`src/rtl/cylon_gen.sv`:
```
// Parametrised LED pattern generator: bounce, converge, bar-fill and blink modes with a
// carry-driven prescaler. Optional dim trail behind the mode-0 eye under CYLON_GEN_TRAIL_EN.
module cylon_gen #(
  parameter int NLED  = 8,
  parameter int MXPRE = 21,
  parameter int NRATE = 2
) (
  input  logic             clock,
  input  logic             reset,
  input  logic             enable,
  input  logic [1:0]       mode,
  input  logic [NRATE-1:0] rate,
  output logic [NLED-1:0]  q,
  output logic             step,
  output logic             dbg_state_o
);

  localparam int PW = $clog2(NLED);

  typedef enum logic {
    S_INIT = 1'b0,
    S_RUN  = 1'b1
  } state_e;

  state_e           state_q, state_d;
  logic [MXPRE-1:0] pre_q, pre_d;
  logic [MXPRE:0]   pre_sum;
  logic [PW-1:0]    pos_q, pos_d, pos_nxt;
  logic             dir_up_q, dir_up_d, dir_up_nxt;
  logic [1:0]       mode_r_q;
  logic [NLED-1:0]  eye_q, eye_d;
  logic             step_q, step_d;
  logic             tick, mode_chg;

  function automatic logic [NLED-1:0] one_hot(input logic [PW-1:0] p);
    logic [NLED-1:0] r;
    r = '0;
    for (int i = 0; i < NLED; i++) r[i] = (p == PW'(i));
    return r;
  endfunction

  // Pattern shown for a given mode at position p; blink (mode 3) is handled by the caller.
  function automatic logic [NLED-1:0] pattern(input logic [1:0] m, input logic [PW-1:0] p);
    logic [NLED-1:0] r;
    r = '0;
    for (int i = 0; i < NLED; i++) begin
      case (m)
        2'd0:    r[i] = (p == PW'(i));
        2'd1:    r[i] = (p == PW'(i)) || (p == PW'(NLED - 1 - i));
        2'd2:    r[i] = (PW'(i) <= p);
        default: r[i] = 1'b0;
      endcase
    end
    return r;
  endfunction

  // Tick is the carry out of the prescaler add, so every rate value produces one.
  assign pre_sum  = {1'b0, pre_q} + (MXPRE+1)'(rate) + (MXPRE+1)'(1);
  assign tick     = pre_sum[MXPRE] & enable;
  assign mode_chg = (mode != mode_r_q);

  // Position advance for a RUN tick; the direction flips on the tick that lands on an endpoint.
  always_comb begin
    pos_nxt    = pos_q;
    dir_up_nxt = dir_up_q;
    case (mode_r_q)
      2'd0, 2'd1: begin
        if (dir_up_q) begin
          pos_nxt = pos_q + PW'(1);
          if (pos_nxt == ((mode_r_q == 2'd0) ? PW'(NLED - 1) : PW'(NLED / 2 - 1))) dir_up_nxt = 1'b0;
        end else begin
          pos_nxt = pos_q - PW'(1);
          if (pos_nxt == '0) dir_up_nxt = 1'b1;
        end
      end
      2'd2:    pos_nxt = (pos_q == PW'(NLED - 1)) ? '0 : pos_q + PW'(1);
      default: pos_nxt = '0;
    endcase
  end

`ifdef CYLON_GEN_TRAIL_EN
  logic [1:0]      pwm_q;
  logic [NLED-1:0] trail_q, trail_d;
  logic [NLED-1:0] out_q;
`endif

  always_comb begin
    pre_d    = pre_q;
    pos_d    = pos_q;
    dir_up_d = dir_up_q;
    state_d  = state_q;
    eye_d    = eye_q;
    step_d   = 1'b0;
`ifdef CYLON_GEN_TRAIL_EN
    trail_d  = trail_q;
`endif
    if (enable) pre_d = pre_sum[MXPRE-1:0];
    if (mode_chg) begin
      // Mode switch wins over a coincident tick: back to lamp test, wait for a fresh tick.
      pos_d    = '0;
      dir_up_d = 1'b1;
      state_d  = S_INIT;
      eye_d    = {NLED{1'b1}};
`ifdef CYLON_GEN_TRAIL_EN
      trail_d  = '0;
`endif
    end else if (tick) begin
      step_d = 1'b1;
      if (state_q == S_INIT) begin
        state_d  = S_RUN;
        pos_d    = '0;
        dir_up_d = 1'b1;
        eye_d    = (mode_r_q == 2'd3) ? '0 : pattern(mode_r_q, '0);
`ifdef CYLON_GEN_TRAIL_EN
        trail_d  = '0;
`endif
      end else begin
        pos_d    = pos_nxt;
        dir_up_d = dir_up_nxt;
        eye_d    = (mode_r_q == 2'd3) ? ~eye_q : pattern(mode_r_q, pos_nxt);
`ifdef CYLON_GEN_TRAIL_EN
        trail_d  = (mode_r_q == 2'd0) ? one_hot(pos_q) : '0;
`endif
      end
    end
  end

  always_ff @(posedge clock) begin
    if (reset) begin
      pre_q    <= '0;
      pos_q    <= '0;
      dir_up_q <= 1'b1;
      state_q  <= S_INIT;
      mode_r_q <= 2'd0;
      eye_q    <= {NLED{1'b1}};
      step_q   <= 1'b0;
    end else begin
      pre_q    <= pre_d;
      pos_q    <= pos_d;
      dir_up_q <= dir_up_d;
      state_q  <= state_d;
      mode_r_q <= mode;
      eye_q    <= eye_d;
      step_q   <= step_d;
    end
  end

`ifdef CYLON_GEN_TRAIL_EN
  // Trail bit is lit only on pwm phase 0, giving a quarter-brightness afterglow.
  always_ff @(posedge clock) begin
    if (reset) begin
      pwm_q   <= 2'd0;
      trail_q <= '0;
      out_q   <= {NLED{1'b1}};
    end else begin
      pwm_q   <= pwm_q + 2'd1;
      trail_q <= trail_d;
      out_q   <= eye_d | (trail_d & {NLED{pwm_q == 2'd0}});
    end
  end
  assign q = out_q;
`else
  assign q = eye_q;
`endif

  assign step        = step_q;
  assign dbg_state_o = state_q;

endmodule
```
`config.mk`:
```
export PLATFORM = sky130hd
export DESIGN_NAME = cylon_gen
export DESIGN_NICKNAME = d
export VERILOG_FILES = /design/src/rtl/cylon_gen.sv
export SDC_FILE = /design/constraint.sdc
export NUM_CORES = 1
export LEC_CHECK = 0
export ABC_AREA = 1
export CAP_MARGIN = 20
export CORE_MARGIN = 2
export CORE_UTILIZATION = 40
export CTS_CLUSTER_SIZE = 10
export DETAILED_ROUTE_END_ITERATION = 12
export PLACE_DENSITY = 0.66
export SETUP_SLACK_MARGIN = 0.1
export SLEW_MARGIN = 20
export SYNTH_ARGS = -nofsm -noshare
export SYNTH_HDL_FRONTEND = slang
export SYNTH_SLANG_ARGS = --single-unit
```
`constraint.sdc`:
```
create_clock -name clock -period 5 [get_ports clock]
set_input_delay 1 -clock clock [delete_from_list [all_inputs] [get_ports clock]]
set_output_delay 1 -clock clock [all_outputs]
set_load 0.01 [all_outputs]
```
==> impl_metrics.csv <==
group,metric,value,unit
timing,fin_worst_skew,11.1,ps
timing,fin_crit,2810,ps
pwr,p_leak,1.06,nW
cells_and_area,synthToLayoutAreaGrowth,12.8,%
clocking,cts_buffers,5,
critical_path,crit_fanout,5,
timing,fin_hold_ws,480,ps
cells_and_area,nFillCells,580,
cells_and_area,final_core_util,0.467,
critical_path,critical_path_class,"input pin to flop",
detailed_routing,dr_total_vias,2216,
floorplanning,pin_count,17,
global_routing,grt_usage,0.176,
clocking,cts_buffer_depth,2,
clocking,path_clk_slew,70,ps
detailed_routing,totalWireLength,5.24,mm
clocking,cts_tree,"yes",
global_routing,grt_pass1_wl,8.93,mm
critical_path,cp-end-kind,"flop",
clocking,root_buffer,"clkbuf_8",
cells_and_area,fin_cells,438,
synthesis,ys_types,32,
clocking,htreeDepth,2,
clocking,clock_sinks,37,
timing,worst-slew-pin-transition,580,ps
place,dp_hpwl,4.01,mm
timing,setup_tns,0,ps
detailed_routing,drc,0,
detailed_routing,drtIter0Drc,68,
place,gp_congestion,0.858,
floorplanning,coreArea,5540,um^2
cells_and_area,layout_common_cells,"88 x nand2_1, 43 x inv_1, 37 x dfxtp_1",
pwr,p_per_area,215,nW/um^2
clocking,ctsResizeCount,0,
clocking,cts_setup_buffers,0,
floorplanning,die_x,79.8,um
critical_path,start_kind,"input pin",
pwr,vdd_drop_max,0.000117,V
synthesis,syn_area,2300,um^2
cells_and_area,final_common_cell,"nand2_1",
floorplanning,die_h,79.8,um
synthesis,seq_area_frac_synth,0.323,
cells_and_area,drive_above_1_share,0.0601,
cells_and_area,nets,381,
clocking,clock_latency,290,ps
detailed_routing,wl_per_cell,12.0,um
synthesis,synth_warnings,0,
critical_path,crit_arrival,2990,ps
detailed_routing,dr.pass1.iters,4,
global_routing,grt_overflow,0,
worst_hold_path,min_path_type,"flop to flop",
critical_path,cp.required,5180,ps
timing,max_freq,0.356,GHz
synthesis,syn_inst,351,
critical_path,ff2ff_setup_slack,2900,ps
timing,hold_violations,0,
detailed_routing,vias_per_cell,5.06,
synthesis,ys_ff_latch,37,
place,dpl-instance-area,2500,um^2
timing,maxSlewHeadroom,0.612,
timing,maxSlewViolCount,0,
cells_and_area,fin_area,2590,um^2
synthesis,synth_fp_nets,366,
floorplanning,rows,27,
place,place_inst,431,
clocking,postCtsHoldBufs,0,
global_routing,grt_pass1_vias,2062,
global_routing,antenna_found_initial,0,
place,io_buffers,16,
timing,finalCritPeriodShare,0.561,
run,max-cap-violations,0,
synthesis,synth.avg_cell_area,6.54,um^2
cells_and_area,diodes,0,
run_status,status,"finished, final reports clean",
timing,rsz0062_at_grt,"false",
floorplanning,initial_core_util,0.414,
detailed_routing,ant_nets,0,
timing,setup_viol,0,
global_routing,grt_max_degree,18,
floorplanning,dieArea,6360,um^2
cell usage after synthesis:
library cell / number / area share
nand2_1: 88 / 0.14
inv_1: 43 / 0.070
dfxtp_1: 37 / 0.32
nand3_1: 32 / 0.070
nor2_1: 32 / 0.052
a21oi_1: 29 / 0.063
o21ai_0: 23 / 0.050
nor3_1: 13 / 0.028
nand4_1: 9 / 0.025
ha_1: 7 / 0.038
inv_2: 6 / 0.0098
nor3b_1: 5 / 0.016
clkbuf_1: 4 / 0.0065
buf_2: 2 / 0.0044
nor2_2: 2 / 0.0054
nor2_4: 2 / 0.0098
o21a_1: 2 / 0.0065
a211oi_1: 1 / 0.0033
a21boi_2: 1 / 0.0049
buf_4: 1 / 0.0033
buf_6: 1 / 0.0049
fa_1: 1 / 0.0087
nand2_2: 1 / 0.0027
nand3_4: 1 / 0.0076
nand3b_1: 1 / 0.0033
nand4_4: 1 / 0.0093
nor2_8: 1 / 0.0087
nor4_1: 1 / 0.0027
nor4_4: 1 / 0.0093
o211ai_1: 1 / 0.0033
o21ai_1: 1 / 0.0022
xor2_1: 1 / 0.0038
registers in the layout, summed over array words and instances (netlist names):
| signal | count |
|---|---|
| q | 8 |
| pos_q | 3 |
| dbg_state_o | 1 |
| dir_up_q | 1 |
| mode_r_q | 2 |
| pre_q | 21 |
| step | 1 |
layer usage:
| layer | GRT usage | routed length [um] |
|---|---|---|
| met1 | 0.233 | 2610 |
| met2 | 0.291 | 2390 |
| met3 | 0.0317 | 161 |
| met4 | 0.0593 | 78 |
| met5 | 0 | 0 |
worst max-delay path, stage by stage:
cell             delay (ps)
clkdlybuf4s50_1         450
inv_1                    40
ha_1                    200
inv_1                    80
fa_1                    240
nand3_1                 130
nor2_1                  270
nand2_1                 150
nor2_1                  160
inv_1                    70
o21ai_0                 150
a21oi_1                  50
report_power, final:
| part | switching, W | leakage [nW] | internal, W | total (W) |
|---|---|---|---|---|
| clock network | 0.000101 | 0.0443 | 0.000109 | 0.000211 |
| registers | 0.00000577 | 0.300 | 0.000298 | 0.000304 |
| logic | 0.0000266 | 0.717 | 0.0000149 | 0.0000415 |
logic make-up after synthesis:
group,synth area share
compound gates,0.134
simple gates,0.394
xor+xnor,0.00382
buf+inv,0.0992
flops,0.323
fa+ha+maj,0.0469
path summary, 6_finish.rpt:
kind,to,cells past startpoint,from
max,pre_q[10],12,rate[0]
min,pre_q[17],2,pre_q[17]
max reg2reg,q[2],12,pos_q[0]
min reg2reg,pre_q[17],2,pre_q[17]
stage by stage:
| step | worst slack [ps] | total power [W] |
|---|---|---|
| after floorplan | 2610 | 0.000338 |
| after detailed placement | 1920 | 0.000352 |
| final | 2190 | 0.000556 |
| after CTS | 2200 | 0.000561 |
| after global placement | 2000 | 0.000351 |
| after global routing | 1930 | 0.000577 |
area by class of cell:
| cell class | instances | area (um^2) | share of cell area |
|---|---|---|---|
| clock buffers | 7 | 86.3 | 0.0333 |
| inverters | 49 | 184 | 0.0710 |
| multi-input cells | 257 | 1330 | 0.513 |
| flip-flops and latches | 37 | 741 | 0.286 |
| well taps | 72 | 90.1 | 0.0348 |
| repair buffers | 16 | 160 | 0.0619 |
Note: power is estimated with default switching activity, not from simulation.
